File: src/rtl/cf_fft_bfly_pipe.sv
// Four-stage radix-2 DIT butterfly: X = A + B*W, Y = A - B*W, with valid tracking and sticky overflow.
// Define CF_FFT_BFLY_SAT_EN to saturate (instead of wrap) the final width reduction.
module cf_fft_bfly_pipe #(
    parameter int DW = 8,
    parameter int TW = 8
) (
    input  logic              clock_c,
    input  logic              reset_n,
    input  logic              ce,
    input  logic              in_valid,
    input  logic [2*DW-1:0]   in_a,
    input  logic [2*DW-1:0]   in_b,
    input  logic [2*TW-1:0]   in_w,
    input  logic              in_scale,
    input  logic              ovf_clr,
    output logic              out_valid,
    output logic [2*DW-1:0]   out_x,
    output logic [2*DW-1:0]   out_y,
    output logic              ovf_flag
);
    localparam int PW = DW + TW;
    localparam int SW = DW + 3;
    localparam logic [DW-1:0] SAT_MAX = {1'b0, {(DW-1){1'b1}}};
    localparam logic [DW-1:0] SAT_MIN = {1'b1, {(DW-1){1'b0}}};

    logic [2*DW-1:0]         a1_q, b1_q, a2_q, a3_q;
    logic [2*TW-1:0]         w1_q;
    logic                    sc1_q, sc2_q, sc3_q;
    logic                    v1_q, v2_q, v3_q;
    logic signed [DW:0]      prr_q, pii_q, pri_q, pir_q;
    logic signed [DW:0]      prr_d, pii_d, pri_d, pir_d;
    logic signed [DW+1:0]    tre_q, tim_q, tre_d, tim_d;
    logic [2*DW-1:0]         x_q, y_q, x_d, y_d;
    logic                    vo_q;
    logic                    ovf_q, ovf_d, ovf_hit;

    logic signed [DW-1:0]    br, bi;
    logic signed [TW-1:0]    wr, wi;
    logic signed [PW-1:0]    m_rr, m_ii, m_ri, m_ir;
    logic signed [SW-1:0]    a_re, a_im, t_re, t_im;
    logic signed [SW-1:0]    s_xr, s_xi, s_yr, s_yi;

    function automatic logic fits(input logic signed [SW-1:0] v);
        logic [SW-DW:0] top;
        top = v[SW-1:DW-1];
        return (&top) | ~(|top);
    endfunction

    function automatic logic [DW-1:0] reduce_w(input logic signed [SW-1:0] v);
`ifdef CF_FFT_BFLY_SAT_EN
        if (fits(v)) return v[DW-1:0];
        return v[SW-1] ? SAT_MIN : SAT_MAX;
`else
        return v[DW-1:0];
`endif
    endfunction

    // Products keep DW+1 bits after the Q1.(TW-1) rescale so (-1)*(-1.0) still fits.
    always_comb begin
        br    = $signed(b1_q[2*DW-1:DW]);
        bi    = $signed(b1_q[DW-1:0]);
        wr    = $signed(w1_q[2*TW-1:TW]);
        wi    = $signed(w1_q[TW-1:0]);
        m_rr  = br * wr;
        m_ii  = bi * wi;
        m_ri  = br * wi;
        m_ir  = bi * wr;
        prr_d = (DW+1)'(m_rr >>> (TW-1));
        pii_d = (DW+1)'(m_ii >>> (TW-1));
        pri_d = (DW+1)'(m_ri >>> (TW-1));
        pir_d = (DW+1)'(m_ir >>> (TW-1));
    end

    always_comb begin
        tre_d = $signed({prr_q[DW], prr_q}) - $signed({pii_q[DW], pii_q});
        tim_d = $signed({pri_q[DW], pri_q}) + $signed({pir_q[DW], pir_q});
    end

    always_comb begin
        a_re = $signed({{(SW-DW){a3_q[2*DW-1]}}, a3_q[2*DW-1:DW]});
        a_im = $signed({{(SW-DW){a3_q[DW-1]}}, a3_q[DW-1:0]});
        t_re = $signed({tre_q[DW+1], tre_q});
        t_im = $signed({tim_q[DW+1], tim_q});
        s_xr = a_re + t_re;
        s_xi = a_im + t_im;
        s_yr = a_re - t_re;
        s_yi = a_im - t_im;
        if (sc3_q) begin
            s_xr = s_xr >>> 1;
            s_xi = s_xi >>> 1;
            s_yr = s_yr >>> 1;
            s_yi = s_yi >>> 1;
        end
        x_d     = {reduce_w(s_xr), reduce_w(s_xi)};
        y_d     = {reduce_w(s_yr), reduce_w(s_yi)};
        ovf_hit = v3_q & ~(fits(s_xr) & fits(s_xi) & fits(s_yr) & fits(s_yi));
        // A fresh overflow beats a simultaneous clear.
        if (ce && ovf_hit)
            ovf_d = 1'b1;
        else if (ovf_clr)
            ovf_d = 1'b0;
        else
            ovf_d = ovf_q;
    end

    always_ff @(posedge clock_c or negedge reset_n) begin
        if (!reset_n) begin
            a1_q  <= '0; b1_q  <= '0; w1_q  <= '0; sc1_q <= 1'b0; v1_q <= 1'b0;
            prr_q <= '0; pii_q <= '0; pri_q <= '0; pir_q <= '0;
            a2_q  <= '0; sc2_q <= 1'b0; v2_q <= 1'b0;
            tre_q <= '0; tim_q <= '0; a3_q <= '0; sc3_q <= 1'b0; v3_q <= 1'b0;
            x_q   <= '0; y_q   <= '0; vo_q <= 1'b0;
            ovf_q <= 1'b0;
        end else begin
            ovf_q <= ovf_d;
            if (ce) begin
                a1_q  <= in_a;  b1_q  <= in_b;  w1_q <= in_w;
                sc1_q <= in_scale;  v1_q <= in_valid;
                prr_q <= prr_d; pii_q <= pii_d; pri_q <= pri_d; pir_q <= pir_d;
                a2_q  <= a1_q;  sc2_q <= sc1_q; v2_q <= v1_q;
                tre_q <= tre_d; tim_q <= tim_d;
                a3_q  <= a2_q;  sc3_q <= sc2_q; v3_q <= v2_q;
                x_q   <= x_d;   y_q   <= y_d;   vo_q <= v3_q;
            end
        end
    end

    assign out_valid = vo_q;
    assign out_x     = x_q;
    assign out_y     = y_q;
    assign ovf_flag  = ovf_q;
endmodule

File: config.mk
export PLATFORM = sky130hd
export DESIGN_NAME = cf_fft_bfly_pipe
export DESIGN_NICKNAME = d
export VERILOG_FILES = /design/src/rtl/cf_fft_bfly_pipe.sv
export SDC_FILE = /design/constraint.sdc
export NUM_CORES = 1
export LEC_CHECK = 0
export BUFFER_PORTS_ARGS = -buffer_cell sky130_fd_sc_hd__clkbuf_2
export CAP_MARGIN = 20
export CORE_MARGIN = 4
export CORE_UTILIZATION = 60
export CTS_BUF_LIST = sky130_fd_sc_hd__clkbuf_16
export DETAILED_ROUTE_END_ITERATION = 6
export PLACE_DENSITY = 0.79
export SLEW_MARGIN = 0
export SYNTH_ARGS = -nofsm -noshare
export SYNTH_HDL_FRONTEND = slang
export SYNTH_SLANG_ARGS = --single-unit
export TNS_END_PERCENT = 30
File: constraint.sdc
create_clock -name clock_c -period 14.6 [get_ports clock_c]
set_input_delay 2.19 -clock clock_c [delete_from_list [all_inputs] [get_ports clock_c]]
set_output_delay 2.19 -clock clock_c [all_outputs]
set_load 0.03 [all_outputs]
==> qor.csv <==
metric;value;unit
status;complete, no violations;
pin_count;88;
hold_buffers;0;
fmax;198;MHz
cts-htree-levels;4;
area_delta_synth_final;6.75;%
synth_nets;2340;
highest_layer;met4;
synth_edf_count;0;
synth_top_area_share;23.6;%
path_buf_inv;3;
drc;0;
yosysMostFrequentCell;inv_1;
critPathTopFamily;adder cells;
final_hold_viol_count;0;
rows;64;
gp_routability_congestion;0.884;
numPortBuffers;87;
viasPerCell;5.41;
post_drt_wl_per_cell;16.0;µm
drt_pass1_iterations;5;
clock_path_buffers;2;
finalSetupViolCount;0;
final_cells;2346;
fin_crit_sh;34.6;%
wl_met2;18900;µm
hp-class;reg -> reg;
grt_pass1_wl;65400;µm
dieArea;33900;µm²
cts_num_sinks;176;
tns;0;ns
slew_viol_final;0;
clkLatencyLatePin;0.45;ns
endpoint_kind;flip-flop;
core_region_area;30600;µm²
async_flop_share;100;%
cp.arrival;5.38;ns
nNetsFinal;2375;
relSlewSlack;24.4;%
cap_violations;0;
yosysUniqueCellTypes;54;
rsz0062_at_grt;false;
dieWidth;184;µm
drt_iter0_drc;599;
cts-resized-gates;0;
vias;12700;
critPathSlowestCell;dfrtp_1;
worstPathRequired;14.94;ns
cts_tree;built;
path_class;reg -> reg;
antenna_found_initial;1;
crit_fanout;17;
start_kind;flip-flop;
antenna_cells;0;
synth_seq_cells;176;
synth_top_flop_cell;dfrtp_1;
cts-buffers-inserted;17;
synthCells;1902;
yosysTopAreaCell;dfrtp_1;
wl_met1;15900;µm
clk_pin_slew;0.08;ns
nFillCells;2439;
synthesis.area;18600;µm²
grt_pass1_vias;13700;
grt_start_max_net_pins;146;
ant_nets;0;
synth_area_leaders;dfrtp_1, fa_1, ha_1, mux2_2, inv_1;
finClkSkew;0.0133;ns
ys_seq_area_share;23.6;%
final_layout_size_suffix_gt1_share;13.5;%
crit_chain;nand2_1 -> fa_1 -> fa_1 -> inv_1 -> fa_1 -> inv_1 -> fa_1 -> inv_1 -> ha_1 -> and3_1 -> and3_1 -> or3_1 -> a21oi_1 -> xnor2_1 -> mux2_2;
synth_area_per_cell;9.80;µm²
place_inst;2314;
fp.dieH;184;µm
postCtsSetupBuffers;0;
route.met3.wl;1630;µm
gr-total-overflow;0;
grt_usage;23.7;%
floorplan.initialDensity;60.9;%
wl;37500;µm
worstMarginPinSlew;1.13;ns
root_buffer;clkbuf_16;
fin_crit;5.05;ns
fin_hold_ws;0.500;ns
synth_warnings;0;
netlist_top_cells_count;inv_1, fa_1, dfrtp_1;
cpMostUsedCell;fa_1;
crit_path_max_incr_delay;0.69;ns
hpwl;29200;µm
metal layers:
metal  GRT usage, %  vias to the layer above
li1               -                     6034
met1           29.6                     6337
met2           42.3                      273
met3           3.95                       48
met4           7.39                        0
met5              0                        -
final timing paths:
path | end | depth (start not counted) | startpoint | slack, ns
worst max register to register | pri_q[7] | 15 | w1_q[2] | 9.55
worst min register to register | a3_q[11] | 1 | a2_q[11] | 0.50
min in group asynchronous | a2_q[9] | 1 | reset_n | 1.88
worst min-delay path | a3_q[11] | 1 | a2_q[11] | 0.50
max in group asynchronous | pir_q[5] | 2 | reset_n | 11.23
worst max-delay path | pri_q[7] | 15 | w1_q[2] | 9.55
final cells by class:
type	instances	area [µm²]	share of cell area [%]
Multi-Input combinational cell	1308	12600	63.5
Clock buffer	17	425	2.14
Tap cell	396	495	2.49
Inverter	344	1290	6.49
Timing Repair Buffer	90	473	2.38
Clock inverter	15	173	0.868
Sequential cell	176	4400	22.1
sequential cells by signal, summed over array words and instances, names as in the netlist, 9 cells and up:
name	cells
w1_q	16
pir_q	9
a3_q	16
tre_q	10
a1_q	16
a2_q	16
prr_q	9
b1_q	16
pii_q	9
out_y	16
tim_q	10
pri_q	9
out_x	16
cells by family after synthesis:
group                    synth area share, %
AND/OR/NAND/NOR                         13.2
buffers and inverters                   8.59
adder cells (fa/ha/maj)                 34.6
AO/OA/AOI/OAI                           6.62
flip-flops                              23.6
multiplexers                            8.73
XOR/XNOR                                4.65
stage by stage:
stage / util [%] / area, µm² / setup WS (ns)
2_1_floorplan: - / 18600 / 9.95
3_3_place_gp: 63.1 / 19300 / 9.76
3_5_place_dp: 63.1 / 19300 / 9.61
4_1_cts: 65.0 / 19900 / 9.61
5_1_grt: 65.0 / 19900 / 9.38
6_report: 65.0 / 19900 / 9.55
cell usage in the layout, fill, tap and decap left out, drive strengths merged, types with 7 or more instances in the layout:
| master | netlist | layout |
|---|---|---|
| dfrtp | 176 | 176 |
| ha | 166 | 166 |
| or3 | 9 | 9 |
| nand2b | 21 | 21 |
| inv | 344 | 350 |
| nand2 | 126 | 126 |
| nor3 | 18 | 18 |
| xor2 | 26 | 26 |
| fa | 218 | 218 |
| nor2b | 36 | 36 |
| mux2i | 23 | 23 |
| mux2 | 124 | 124 |
| xnor2 | 73 | 73 |
| clkbuf | 60 | 103 |
| nand3 | 10 | 10 |
| clkinv | 0 | 7 |
| nor2 | 82 | 82 |
| a31oi | 10 | 10 |
| a21oi | 68 | 68 |
| o21ai | 68 | 68 |
| o21bai | 13 | 13 |
| and2 | 146 | 146 |
| and3 | 12 | 12 |
Power is not shown: default switching activity piles up to over one toggle a cycle in this logic, so the estimate is an artifact.
